--- config.mk ---
export PLATFORM = sky130hd
export DESIGN_NAME = ahb2_sram_slave_flat
export DESIGN_NICKNAME = d
export VERILOG_FILES = /design/src/rtl/ahb2_pkg.sv /design/src/rtl/ahb2_sram_slave_if.sv /design/src/rtl/ahb2_sram_addr_decode.sv /design/src/rtl/ahb2_sram_slave.sv /design/src/flat_wrapper.sv
export SDC_FILE = /design/constraint.sdc
export NUM_CORES = 1
export LEC_CHECK = 0
export CORE_MARGIN = 10
export CORE_UTILIZATION = 28
export DETAILED_ROUTE_END_ITERATION = 10
export HOLD_SLACK_MARGIN = 0.08
export PLACE_DENSITY = 0.84
export SETUP_SLACK_MARGIN = 0.05
export SYNTH_ARGS = -nofsm -noshare
export SYNTH_HDL_FRONTEND = slang
export SYNTH_HIERARCHICAL = 1
export SYNTH_SLANG_ARGS = --single-unit
--- constraint.sdc ---
create_clock -name hclk -period 2.75 [get_ports hclk]
set_input_delay 0.275 -clock hclk [delete_from_list [all_inputs] [get_ports hclk]]
set_output_delay 0.275 -clock hclk [all_outputs]
set_load 0.005 [all_outputs]
--- src/rtl/ahb2_pkg.sv ---
// Shared AHB2 encodings and the SRAM slave FSM state type.
package ahb2_pkg;

  localparam logic [1:0] HTRANS_IDLE   = 2'b00;
  localparam logic [1:0] HTRANS_BUSY   = 2'b01;
  localparam logic [1:0] HTRANS_NONSEQ = 2'b10;
  localparam logic [1:0] HTRANS_SEQ    = 2'b11;

  localparam logic [1:0] HRESP_OKAY  = 2'b00;
  localparam logic [1:0] HRESP_ERROR = 2'b01;
  localparam logic [1:0] HRESP_RETRY = 2'b10;
  localparam logic [1:0] HRESP_SPLIT = 2'b11;

  localparam logic [2:0] HSIZE_BYTE = 3'b000;
  localparam logic [2:0] HSIZE_HALF = 3'b001;
  localparam logic [2:0] HSIZE_WORD = 3'b010;

  localparam logic [2:0] HBURST_SINGLE = 3'b000;
  localparam logic [2:0] HBURST_INCR   = 3'b001;
  localparam logic [2:0] HBURST_WRAP4  = 3'b010;
  localparam logic [2:0] HBURST_INCR4  = 3'b011;
  localparam logic [2:0] HBURST_WRAP8  = 3'b100;
  localparam logic [2:0] HBURST_INCR8  = 3'b101;
  localparam logic [2:0] HBURST_WRAP16 = 3'b110;
  localparam logic [2:0] HBURST_INCR16 = 3'b111;

  typedef enum logic [2:0] {
    IDLE,
    WR,
    RD,
    RD_STALL,
    ERR1,
    ERR2
  } sram_state_t;

endpackage

--- src/rtl/ahb2_sram_slave_if.sv ---
// AHB2 bus bundle between a master and the SRAM slave endpoint.
interface ahb2_sram_slave_if;
  logic        hsel;
  logic [31:0] haddr;
  logic [1:0]  htrans;
  logic        hwrite;
  logic [2:0]  hsize;
  logic [2:0]  hburst;
  logic [3:0]  hprot;
  logic [31:0] hwdata;
  logic [31:0] hrdata;
  logic        hready;
  logic [1:0]  hresp;

  modport master (
    output hsel, haddr, htrans, hwrite, hsize, hburst, hprot, hwdata,
    input  hrdata, hready, hresp
  );

  modport slave (
    input  hsel, haddr, htrans, hwrite, hsize, hburst, hprot, hwdata,
    output hrdata, hready, hresp
  );
endinterface

--- src/rtl/ahb2_sram_addr_decode.sv ---
// Address/size decode: SRAM word address, byte lanes and the error flag.
module ahb2_sram_addr_decode
  import ahb2_pkg::*;
#(
  parameter int unsigned ADDR_WIDTH = 10
) (
  input  logic [31:0]           haddr,
  input  logic [2:0]            hsize,
  output logic [ADDR_WIDTH-1:0] word_addr,
  output logic [3:0]            be,
  output logic                  err
);

  logic out_of_range;
  logic misaligned;

  // 33-bit compare keeps the limit representable for the widest SRAM.
  assign out_of_range = ({1'b0, haddr} >= (33'd4 << ADDR_WIDTH));
  assign word_addr    = haddr[ADDR_WIDTH+1:2];

  always_comb begin
    be         = '0;
    misaligned = 1'b0;
    case (hsize)
      HSIZE_BYTE: be = 4'b0001 << haddr[1:0];
      HSIZE_HALF: begin
        be         = 4'b0011 << {haddr[1], 1'b0};
        misaligned = haddr[0];
      end
      HSIZE_WORD: begin
        be         = 4'b1111;
        misaligned = (haddr[1:0] != 2'b00);
      end
      default: misaligned = 1'b1;
    endcase
  end

  assign err = misaligned | out_of_range;

endmodule

--- src/rtl/ahb2_sram_slave.sv ---
// AHB2 slave that maps transfers onto a single-port synchronous 32-bit SRAM,
// inserting one wait state when a read address phase collides with a write.
module ahb2_sram_slave
  import ahb2_pkg::*;
#(
  parameter int unsigned ADDR_WIDTH  = 10,
  parameter bit          RESP_ERR_EN = 1'b1
) (
  input  logic                  hclk,
  input  logic                  hreset,
  ahb2_sram_slave_if.slave      ahb,
  output logic                  sram_cs,
  output logic                  sram_we,
  output logic [ADDR_WIDTH-1:0] sram_addr,
  output logic [3:0]            sram_be,
  output logic [31:0]           sram_wdata,
  input  logic [31:0]           sram_rdata
);

  sram_state_t           state;
  logic                  hready_q;
  logic [1:0]            hresp_q;
  logic [ADDR_WIDTH-1:0] lat_addr;
  logic [3:0]            lat_be;

  logic [ADDR_WIDTH-1:0] dec_addr;
  logic [3:0]            dec_be;
  logic                  dec_err;
  logic                  accept;

  ahb2_sram_addr_decode #(.ADDR_WIDTH(ADDR_WIDTH)) u_decode (
    .haddr     (ahb.haddr),
    .hsize     (ahb.hsize),
    .word_addr (dec_addr),
    .be        (dec_be),
    .err       (dec_err)
  );

  assign accept = ahb.hsel & hready_q & ahb.htrans[1];

  always_ff @(posedge hclk or posedge hreset) begin
    if (hreset) begin
      state    <= IDLE;
      hready_q <= 1'b1;
      hresp_q  <= HRESP_OKAY;
      lat_addr <= '0;
      lat_be   <= '0;
    end else begin
      case (state)
        RD_STALL: begin
          state    <= RD;
          hready_q <= 1'b1;
          hresp_q  <= HRESP_OKAY;
        end
        ERR1: begin
          state    <= ERR2;
          hready_q <= 1'b1;
          hresp_q  <= HRESP_ERROR;
        end
        default: begin
          state    <= IDLE;
          hready_q <= 1'b1;
          hresp_q  <= HRESP_OKAY;
          if (accept) begin
            if (dec_err) begin
              if (RESP_ERR_EN) begin
                state    <= ERR1;
                hready_q <= 1'b0;
                hresp_q  <= HRESP_ERROR;
              end
            end else if (ahb.hwrite) begin
              state    <= WR;
              lat_addr <= dec_addr;
              lat_be   <= dec_be;
            end else if (state == WR) begin
              // SRAM port is busy with the write data phase: replay the read next cycle.
              state    <= RD_STALL;
              hready_q <= 1'b0;
              lat_addr <= dec_addr;
              lat_be   <= dec_be;
            end else begin
              state <= RD;
            end
          end
        end
      endcase
    end
  end

  always_comb begin
    sram_cs    = 1'b0;
    sram_we    = 1'b0;
    sram_addr  = '0;
    sram_be    = '0;
    sram_wdata = '0;
    if (!hreset) begin
      if (state == WR) begin
        sram_cs    = 1'b1;
        sram_we    = 1'b1;
        sram_addr  = lat_addr;
        sram_be    = lat_be;
        sram_wdata = ahb.hwdata;
      end else if (state == RD_STALL) begin
        sram_cs   = 1'b1;
        sram_addr = lat_addr;
        sram_be   = lat_be;
      end else if (accept && !ahb.hwrite && !dec_err) begin
        sram_cs   = 1'b1;
        sram_addr = dec_addr;
        sram_be   = dec_be;
      end
    end
  end

  assign ahb.hready = hready_q;
  assign ahb.hresp  = hresp_q;
  assign ahb.hrdata = (state == RD) ? sram_rdata : '0;

endmodule

--- src/flat_wrapper.sv ---
// flat-port wrapper written by rule: the top's interface ports become plain ports
module ahb2_sram_slave_flat import ahb2_pkg::*;
#(
  parameter int unsigned ADDR_WIDTH  = 10,
  parameter bit          RESP_ERR_EN = 1'b1
)
  (hclk, hreset, sram_cs, sram_we, sram_addr, sram_be, sram_wdata, sram_rdata, ahb_hsel, ahb_haddr, ahb_htrans, ahb_hwrite, ahb_hsize, ahb_hburst, ahb_hprot, ahb_hwdata, ahb_hrdata, ahb_hready, ahb_hresp);
  ahb2_sram_slave_if ahb_i ();
  input  logic hclk;
  input  logic hreset;
  output logic sram_cs;
  output logic sram_we;
  output logic [ADDR_WIDTH-1:0] sram_addr;
  output logic [3:0] sram_be;
  output logic [31:0] sram_wdata;
  input  logic [31:0] sram_rdata;
  input wire logic [$bits(ahb_i.hsel)-1:0] ahb_hsel;
  input wire logic [$bits(ahb_i.haddr)-1:0] ahb_haddr;
  input wire logic [$bits(ahb_i.htrans)-1:0] ahb_htrans;
  input wire logic [$bits(ahb_i.hwrite)-1:0] ahb_hwrite;
  input wire logic [$bits(ahb_i.hsize)-1:0] ahb_hsize;
  input wire logic [$bits(ahb_i.hburst)-1:0] ahb_hburst;
  input wire logic [$bits(ahb_i.hprot)-1:0] ahb_hprot;
  input wire logic [$bits(ahb_i.hwdata)-1:0] ahb_hwdata;
  output wire logic [$bits(ahb_i.hrdata)-1:0] ahb_hrdata;
  output wire logic [$bits(ahb_i.hready)-1:0] ahb_hready;
  output wire logic [$bits(ahb_i.hresp)-1:0] ahb_hresp;
  assign ahb_i.hsel = ahb_hsel;
  assign ahb_i.haddr = ahb_haddr;
  assign ahb_i.htrans = ahb_htrans;
  assign ahb_i.hwrite = ahb_hwrite;
  assign ahb_i.hsize = ahb_hsize;
  assign ahb_i.hburst = ahb_hburst;
  assign ahb_i.hprot = ahb_hprot;
  assign ahb_i.hwdata = ahb_hwdata;
  assign ahb_hrdata = ahb_i.hrdata;
  assign ahb_hready = ahb_i.hready;
  assign ahb_hresp = ahb_i.hresp;
  ahb2_sram_slave #(.ADDR_WIDTH(ADDR_WIDTH), .RESP_ERR_EN(RESP_ERR_EN)) u_core (.hclk(hclk), .hreset(hreset), .ahb(ahb_i), .sram_cs(sram_cs), .sram_we(sram_we), .sram_addr(sram_addr), .sram_be(sram_be), .sram_wdata(sram_wdata), .sram_rdata(sram_rdata));
endmodule
==> results.txt, run 1 <==
- Dividing total power by cell area gives a power density of 284.8 mW/mm^2.
* Data arrival time at the worst-slack endpoint: 2.30 ns
- Number of buffers between clock root and the deepest sink: 2
* Number of iterations in the first detailed-routing pass: 5
- Min Clock Period, post-route: 2.576 ns
- Total Wirelength: 8220 um
- Counting flops and latches in the post-synthesis netlist gives 18.
- After detailed routing, the met3 layer carries 969 um of wire.
* CTS tree: yes
* Number of buffers inserted during clock tree synthesis: 3
* Number of antenna repair diodes: 0
- Final period util: 93.67%
* Maximum resistive drop on vdd: 180.2 uV
- Summing all multi-input logic gate instances after layout gives 0.001144 mm^2.
- After layout, the design draws a total of 0.001067 W.
- Sum of net half-perimeters after detailed placement: slightly below 7000 um
* CORE AREA: 0.005921 mm^2
- The clock network accounts for 20.6% of the total power.
- The die covers 0.009651 mm^2.
- Cell-internal power: 0.0007311 W
- STA classifies the critical path endpoint as an output pin.
- Mapped Avg Cell Area: 8.048 um^2
- From synthesis to final layout, the design area changed by 118.6%.
- The analysis attributes to net switching a power of 0.0003362 W.
- In the final layout, flip-flops and latches occupy 451.7 um^2.
- The hold violation total from the final report came to 0.
- Initial cell density of the core: 28.95%
* Sequential fraction of design power: 29.3%
- The congestion estimate from routability-driven global placement came to 0.7664.
* Root buffer selected by CTS: clkbuf_8
- Combined buffer and inverter count along the critical path: 5
- Async SR Flop Fraction: 100.0%
* Setup violation total in the final timing report: 0
- Max Slew Vio Count: 0
* Vias per inst: roughly 4.6
- Along the worst path, the maximum fanout reaches 3.
- CP top delay family: buffers and inverters
* Clock transition at path regs: 0.07 ns
- The highest metal layer carrying signal wires in the routed design is met4.
* Post-synthesis net count: 325
- Antenna violations before repair: 0
- Detailed routing placed a total of 4183 um of wire on met2.
- In the synthesized netlist, the number of instances is approximately 210.
* Clock tree sinks: 18
* Static power due to leakage: 1.578 nW
- Fin cells: 472
* Number of cells after detailed placement: 460
* Outcome: completed
- The total overflow left after global routing is 0.
- Crit Path Category: in2out
- Antenna-violating nets left: 0
- In this run, synthesis inferred 0 flip-flops with an integrated enable.
- Leading register cell type out of synthesis: dfrtp_1
- The critical path goes through clkdlybuf4s50_1, nor4_2, and4_1, o2111ai_2, nor3_2, buf_4, buf_4, buf_4, nand3_2, a21oi_2, buf_2.
* Die height: between 90 and 100 um
- During placement, the flow inserted port buffers numbering 185.
* Clock network latency to the later pin of the worst-skew pair: 0.25 ns
- Overall routing resource usage: 15.55%
- For the pin with the worst max-slew slack, the measured transition is approximately 0.69 ns.
- Slowest cell on crit path: clkdlybuf4s50_1
* Part of the Yosys area used for sequential elements: 26.35%
- On the worst path, the slowest cell contributes a delay of roughly 0.44 ns.
- In this run the cell area of the synthesized design comes to 0.001714 mm^2.
* Iter 0 DRT Violations: 65
- Unique masters post-synth: 36
- Proportion of power drawn by combinational gates: about half
- Share of post-route cells with drive strength above 1: 15.62%
* Post-DR wirelength/cell: ~17 um
- Dominant cell type by area after synthesis: dfrtp_1
- The floorplan has 28 rows.
* Maximum clock frequency: 388.2 MHz
- From left edge to right edge, the die measures around 98 um.
- After filler insertion, the fill cell instance count of the layout stands at about 510.
- Of the total power, the share spent switching nets is a little under a third.
- For this run, design rule violations remaining after detail routing come to 0.
- The first global-routing pass estimated approximately 12,000 um of wire.
- Class of the tightest hold or removal check: reg2reg
- Ranking of synthesized cells by area: dfrtp_1, and2_1, mux2_4
* Wire length on met1: between 3000 and 4000 um
- Summed over its instances, the top area cell type makes up 24.82% of the synthesized netlist area.
* Pin count of the biggest net entering global routing: 34
* Max-cap violations: 0
- Data required, critical path: 2.48 ns
* Worst relative slew slack: 54.24%
- RSZ-0062 raised after global routing: false
* Register-to-register path setup slack: 0.88 ns
* Count of hold-fix buffers inserted at cts: 0
- In this run the number of H-tree levels came out at 1.
- 195 I/O pins were placed.
* Synthesis warning total: 6
- # nets final: 510
- The clock arrives with ~0.0025 ns of skew.
* Startpoint types: input pin
- Via count of the routed design: 2,152
- Cell mode on critical path: buf_4
* Vias in the first global route: 2,312
flip-flops by register name (all words and copies together) (netlist names):
name,cells
u_core/state,3
u_core/ahb.hready,1
u_core/lat_be,4
u_core/lat_addr,10
through the flow:
| step | utilization (%) | setup WS, ns | area [um^2] | setup TNS [ns] | hold WS (ns) |
|---|---|---|---|---|---|
| finish | 63.29 | 0.1740 | 3747 | 0 | 0.5103 |
| global route | 63.29 | 0.03682 | 3747 | 0 | 0.5258 |
| CTS | 62.81 | 0.05662 | 3719 | 0 | 0.5128 |
| detailed placement | 61.12 | -0.1138 | 3618 | -1.069 | 0.4955 |
| global placement | 61.12 | -0.08067 | 3618 | -0.6896 | 0.4887 |
| floorplan | - | 0.3823 | 1714 | 0 | 0.4232 |
synthesized netlist by cell type, drive strengths merged, types with 2 or more instances:
cell type / n
o21a: 4
nand2b: 2
nand3: 15
nor3: 6
and2: 64
nor2b: 3
nor4: 5
inv: 3
o21ai: 3
nor2: 5
buf: 15
a21oi: 17
dfrtp: 17
mux2: 14
nand2: 16
clkbuf: 11
final cells by class:
type,count,share of cell area (%)
multi-input combinational,166,30.52
tap,75,2.504
inverter,3,0.3005
timing repair buffer,206,53.16
clock buffer,4,1.469
sequential,18,12.05
layer usage:
| metal | global-route usage, % | up-vias |
|---|---|---|
| met2 | 28.73 | 117 |
| met5 | 0 | - |
| met4 | 2.095 | 0 |
| met3 | 8.316 | 6 |
| li1 | - | 1066 |
| met1 | 15.36 | 963 |
final timing paths:
kind / startpoint / endpoint / depth (start not counted)
max in group asynchronous: hreset / u_core/lat_addr[7] / 3
worst max-delay path: ahb_haddr[12] / sram_addr[9] / 11
min in group asynchronous: hreset / u_core/lat_be[2] / 3
worst min register to register: u_core/lat_be[0] / u_core/lat_be[0] / 1
worst min-delay path: u_core/lat_be[0] / u_core/lat_be[0] / 1
worst max register to register: u_core/state[0] / u_core/lat_be[1] / 5
placed cells by master, fill, tap and decap left out, types with 2 or more instances in the layout:
| cell type | n |
|---|---|
| nor3_1 | 2 |
| nor4_1 | 2 |
| nor4_2 | 3 |
| inv_1 | 3 |
| clkbuf_2 | 6 |
| mux2_2 | 4 |
| dlygate4sd2_1 | 6 |
| buf_2 | 2 |
| nand2b_1 | 2 |
| nor3_2 | 3 |
| clkbuf_8 | 4 |
| nor2b_1 | 2 |
| dlymetal6s2s_1 | 7 |
| a21oi_1 | 14 |
| mux2_4 | 10 |
| nor2_1 | 5 |
| a21oi_2 | 3 |
| o21ai_0 | 3 |
| nand2_1 | 16 |
| nand3_1 | 14 |
| and2_1 | 64 |
| dfrtp_1 | 17 |
| o21a_1 | 4 |
| buf_4 | 20 |
| clkdlybuf4s50_1 | 163 |
worst register-to-register path: stages, from the launching register on:
cell     delay (ns)
dfrtp_1        0.43
nor2b_4        0.45
a21oi_1        0.18
nor3_4         0.17
buf_12         0.19
mux2_2         0.35
kinds of logic (layout without fill, tap and decap cells):
family | Yosys count | count (layout) | share of synthesized area (%)
AO/OA/AOI/OAI | 30 | 30 | 10.58
buffers and inverters | 29 | 213 | 10.36
flip-flops | 18 | 18 | 26.35
multiplexers | 14 | 14 | 11.39
other | 1 | 1 | 0.2188
AND/OR/NAND/NOR | 121 | 121 | 41.10
power groups by stage:
stage / combinational, W / sequential [W] / clock [W]
after global placement: 0.000533 / 0.000315 / 0
after detailed placement: 0.000537 / 0.000317 / 0
after global routing: 0.000585 / 0.000317 / 0.000241
after floorplan: 0.000229 / 0.000309 / 0
final: 0.000535 / 0.000312 / 0.000220
after CTS: 0.000539 / 0.000312 / 0.000224
timing repair:
action                                  CTS  global route
pin swaps                                 1             9
endpoints found under the setup margin   15             9
cloned                                    1             0
hold endpoints to repair                  0             0
gates resized for setup                  22            29
buffers inserted                          7             1
Power figures use the tool's default switching activity.
==> run 2, diff against run 1 <==
- CTS_BUF_LIST: default -> sky130_fd_sc_hd__clkbuf_8
- clock period: 2.75 -> 2.4 ns (I/O delays scaled with it)
==> run 2 against run 1 <==
  * Non-clock buffer count is 10 higher
  * Via count grew 4.6%
  * Die area unchanged
  * Count of clock-buffer cells in the layout fell by 1
  * Register-to-register slack got worse by 0.46 ns
  * Critical path type unchanged
  * Critical endpoint is now sram_be[2]
==> results.txt, run 2 (synthesized netlist as in run 1, its figures left out) <==
- Largest incremental delay on the critical path: 0.29 ns
- The detailed router placed 2,250 vias in this run.
- Kind of capture point of the worst setup path: output pin
- Crit Path Category: in2out
- Layout fillers: 475
- Data arrival time at the worst-slack endpoint: 2.03 ns
- Row generation in the floorplan step produced 28 rows.
- Top library cells by usage in the layout, fill and taps aside: clkdlybuf4s50_1, and2_1, buf_4
- Number of antenna repair diodes: 0
- Final period util: 94.50%
- Setup slack after placement: -0.5244 ns
* Outcome: completed
- Max-cap violations: 0
* Number of buffers inserted during clock tree synthesis: 3
* Transition at the pin with the smallest max-transition slack: 0.6915 ns
* Antenna-violating nets left: 0
* Die Area: 0.009651 mm^2
- Sequence of cells on the critical path: buf_6, nor4_4, and4_1, o2111ai_4, nor3_4, buf_6, buf_6, buf_6, nand3_2, a21oi_2, buf_2
- Worst hold slack: 0.5125 ns
- The largest registers in the layout are u_core/lat_addr: 10 flops, u_core/lat_be: 4 flops, u_core/state: 3 flops.
- Largest fanout on the critical path: 4
- Top-level I/O count: 195
* Data required, critical path: 2.16 ns
- The critical path contains buffers and inverters numbering 5 combined.
- Clock network latency to the later pin of the worst-skew pair: approximately 0.25 ns
- Port buffer count: 185
* Static power due to leakage: ~1.7 nW
* Overall routing resource usage: 16.43%
- Post-DR wirelength/cell: 18.39 um
- Vias per inst: 4.668
* Max reg flops: 10
* Weighted congestion at the end of routability-driven global placement: 0.8154
- The register with the most flip-flops in the final layout is u_core/lat_addr.
- Sum of net half-perimeters after detailed placement: 6982 um
- Power comes to 0.001231 W.
- Share of post-route cells with drive strength above 1: 25.55%
- For this block, the routed nets add up to 8865 um of wire.
* Iter 0 DRT Violations: 150
* Sequential standard cell area: 451.7 um^2
* CP top delay family: simple AND/OR/NAND/NOR gates
- Util after Layout: 65.72%
- The number of max-slew violations in the final report was 0.
- CTS built an H-tree with a depth of 1.
- Cell mode on critical path: buf_6
* Min Clock Period, post-route: 2.268 ns
* Number of iterations in the first detailed-routing pass: 4
- Setup repair after global routing left no endpoint under its margin.
* Vias in the first global route: around 2.4k
- Die height: around 98 um
* Overall overflow remaining after global route: 0
- # nets final: between 500 and 600
- CTS tree: yes
* Worst relative slew slack: a little over half
- The hold violation total from the final report came to 0.
* Power density of the placed cells: 316.4 mW/mm^2
- Initial cell density of the core: 28.95%
* Area added between synthesis and finish: 127.0%
- After clock tree synthesis, the clock-pin slew on the worst setup and hold paths is 0.07 ns.
* Startpoint types: input pin
* Antenna violations before repair: 0
- CORE AREA: 0.005921 mm^2
* Setup violation total in the final timing report: 0
- The first global-routing pass estimated 13,210 um of wire.
- Entering global routing, the biggest net connects 34 pins.
- Number of buffers between clock root and the deepest sink: 2
- Most common cell after layout, fill and taps aside: clkdlybuf4s50_1
- Timing would allow up to around 440 MHz.
- Class of the tightest hold or removal check: reg2reg
* Root buffer selected by CTS: clkbuf_8
- Remaining routing DRC violations: 0
- Slowest cell on crit path: nor3_4
* Maximum resistive drop on vdd: approximately 240 uV
- Footprint of the multi-input gates: 0.001260 mm^2
- For the final database, setup skew stands at 0.001111 ns.
- Setup WS post-layout: 0.1321 ns
- Clock tree sinks: 18
- Die Width: 98.24 um
-- run 2: cell types whose count changed in the layout (fill, tap and decap cells not counted), sizes merged --
cell / previous run / this run
buf: 23 / 44
clkdlybuf4s50: 163 / 145
clkbuf: 10 / 15
clkdlybuf4s15: 1 / 4
dlygate4sd2: 6 / 3
dlymetal6s2s: 7 / 8
inv: 3 / 4
-- run 2: final timing paths --
path,startpoint,endpoint,slack [ns],depth (start not counted)
worst max-delay path,ahb_haddr[13],sram_be[2],0.13,11
worst min-delay path,u_core/lat_be[2],u_core/lat_be[2],0.51,1
worst max register to register,u_core/ahb.hready,u_core/lat_addr[0],0.42,5
min in group asynchronous,hreset,u_core/lat_addr[5],0.69,3
worst min register to register,u_core/lat_be[2],u_core/lat_be[2],0.51,1
max in group asynchronous,hreset,u_core/state[1],1.27,3
-- run 2: repair_timing --
item	in CTS	in global routing
gates cloned	1	0
setup buffers	14	2
resized for setup	83	66
pin swaps	20	19
hold buffers	0	0
setup endpoints to repair	15	16
hold endpoints to repair	0	0
-- run 2: through the flow --
stage / cells / instance area [um^2] / TNS [ns]
floorplan: 213 / 1714 / 0
global placement: 461 / 3626 / -4.966
detailed placement: 461 / 3626 / -8.666
CTS: 480 / 3756 / 0
global route: 482 / 3891 / 0
finish: 482 / 3891 / 0
-- run 2: cell type report --
class	count	share of cell area [%]
Sequential cell	18	11.61
Clock buffer	3	1.061
Inverter	3	0.2894
Tap cell	75	2.412
Clock inverter	1	0.09646
Multi-Input combinational cell	166	32.38
Timing Repair Buffer	216	52.15
-- run 2: per-layer routing --
layer	track usage (%)	vias up	wire length, um
met2	29.80	132	4530
met3	8.879	4	1068
li1	-	1083	-
met5	0	-	0
met1	17.15	1031	3235
met4	0.7718	0	30
-- run 2: power by group --
group	switching, W	internal [W]	leakage, nW
clock network	0.000104	0.000114	0.0269
registers	0.0000195	0.000326	0.244
logic	0.000291	0.000378	1.39
==> variant: new RTL, settings of run 2 <==
Reset style: synchronous (`hreset`), changed in one clocked block.
--- a/src/rtl/ahb2_sram_slave.sv
+++ b/src/rtl/ahb2_sram_slave.sv
@@ -39,5 +39,5 @@
   assign accept = ahb.hsel & hready_q & ahb.htrans[1];
 
-  always_ff @(posedge hclk or posedge hreset) begin
+  always_ff @(posedge hclk) begin
     if (hreset) begin
       state    <= IDLE;
Function: differs if hreset is asserted again (counterexample within 4 cycles, from zero or initial values and one cycle with hreset high); with hreset held inactive, the same outputs for 10 cycles.
==> variant against run 2 <==
  * Final cell count is 5.2% higher
  * Routed wire length shrank 1.1%
  * Core utilization down 1.9 points
  * Setup slack lost 0.023 ns
  * Sequential cell count did not move
  * Critical path depth fell by 1
  * Synthesized area up 1.6%
  * Final area is 1.7% lower
  * Synthesized cell count up 15%
  * Largest cell class unchanged
  * Highest routed layer unchanged
Power is not compared: it rests on default switching activity, and its combinational part moved more than twofold at a synthesized area within 25%.
==> variant: results (changes against run 2) <==
- Vias in the first global route: 2341 (-2.9%)
- Unique masters post-synth: 35 (-2.8%)
- R2R depth: 6 (+1)
- Outcome: completed
- Async S/R FF share, synth: 0% (-100 points)
- Reg2reg start: u_core/state[2]
- Setup Skew: 0.00263 ns (+0.00152 ns)
- Worst hold slack: 0.477 ns (-0.0351 ns)
- Routed wl met3: 665 um (-38%)
- Met2 WL: 4570 um (+0.91%)
- Syn Nets: 358 (+10%)
- DP HPWL: 7180 um (+2.8%)
- Pin count of the biggest net entering global routing: 48 (+41%)
- Main synth FF type: dfxtp_1
- R2R Path End: u_core/lat_addr[3]
- DRT met1 WL: 3510 um (+8.4%)
- Synth warn: 6 (unchanged)
- Hold wc startpoint: u_core/lat_addr[7]
- GRT Total Usage: 16.6% (+0.17 points)
- Final Net Count: 545 (+4.8%)
- Hold Path Cell Cnt: 2 (+1)
- Sequential-to-total area share from yosys stat: 20.7% (-5.7 points)
- Reg-to-reg slack, setup: 0.69 ns (+0.27 ns)
- Worst Path Arrival: 2.05 ns (+0.02 ns)
- Antenna Nets Post-Route: 0 (unchanged)
- Fraction of layout cells with a size suffix above 1: 14.4% (-11 points)
- Placed Area: 3660 sq um (+1.1%)
- Top area cells in the synthesized netlist: and2_1 (23%), dfxtp_1 (21%), nand2b_1 (11%)
- Post-DR vias/cell: 4.50 (-3.6%)
- Drt initial violations: 76 (-49%)
- Hold Path Sink: u_core/lat_addr[7]
- Synth cell count leaders: and2_1 (64), nand2b_1 (30), a21oi_1 (19)
- GPL Wtd Cong: 0.801 (-1.7%)
- Routed wire length: 8770 um (-1.1%)
[variant: worst max path at each step]
stage / start / endpoint
after global placement: ahb_haddr[31] / sram_addr[8]
after global routing: ahb_haddr[16] / sram_addr[0]
after CTS: ahb_haddr[27] / sram_be[1]
after floorplan: ahb_haddr[19] / sram_addr[1]
final: ahb_haddr[23] / sram_addr[7]
after detailed placement: ahb_haddr[31] / sram_addr[4]
[variant: routing by layer]
layer / GRT usage (%) / vias to the layer above
met2: 30.8 / 97
met5: 0 / -
li1: - / 1172
met3: 5.66 / 2
met4: 0.772 / 0
met1: 18.6 / 1010
[variant: area by class of cell]
type | count | area, sq um
Fill cell | 525 | 2170
Timing Repair Buffer | 211 | 2010
Multi-Input combinational cell | 197 | 1300
Sequential cell | 18 | 362
Tap cell | 75 | 93.8
Clock buffer | 4 | 55.1
Inverter | 2 | 7.51
[variant: what timing repair did]
action	4_1_cts	5_1_grt
setup buffers	12	0
resized for setup	71	29
pin swaps	14	11
setup endpoints to repair	15	30
cloned	1	0
[variant: worst max-delay path, cell delays in order]
cell and delay (ns):
clkdlybuf4s15_1 0.17, nor4_1 0.28, and4_1 0.24, o2111ai_2 0.16, nor3_4 0.27, buf_6 0.14
buf_4 0.11, nand3_1 0.09, a21oi_2 0.13, clkdlybuf4s15_2 0.21
[variant: cell families (layout without fill, tap and decap cells)]
| family | count (synthesis) | after routing | synth area share [%] |
|---|---|---|---|
| AO/OA/AOI/OAI | 31 | 31 | 10.7 |
| other | 1 | 1 | 0.215 |
| buffers and inverters | 31 | 217 | 9.77 |
| multiplexers | 14 | 14 | 8.05 |
| flip-flops | 18 | 18 | 20.7 |
| AND/OR/NAND/NOR | 151 | 151 | 50.6 |
[variant: per-stage QoR]
stage          worst slack (ns)  util [%]  cells
2_1_floorplan             0.241         -    246
3_3_place_gp             -0.324      61.2    491
3_5_place_dp             -0.364      61.2    491
4_1_cts                  0.0502      64.1    508
5_1_grt                0.000645      63.8    507
6_report                  0.109      63.8    507
[variant: power by group]
group | switching (uW) | internal [uW] | total, uW
combinational | 93.5 | 199 | 292
sequential | 4.10 | 302 | 306
clock | 103 | 146 | 248
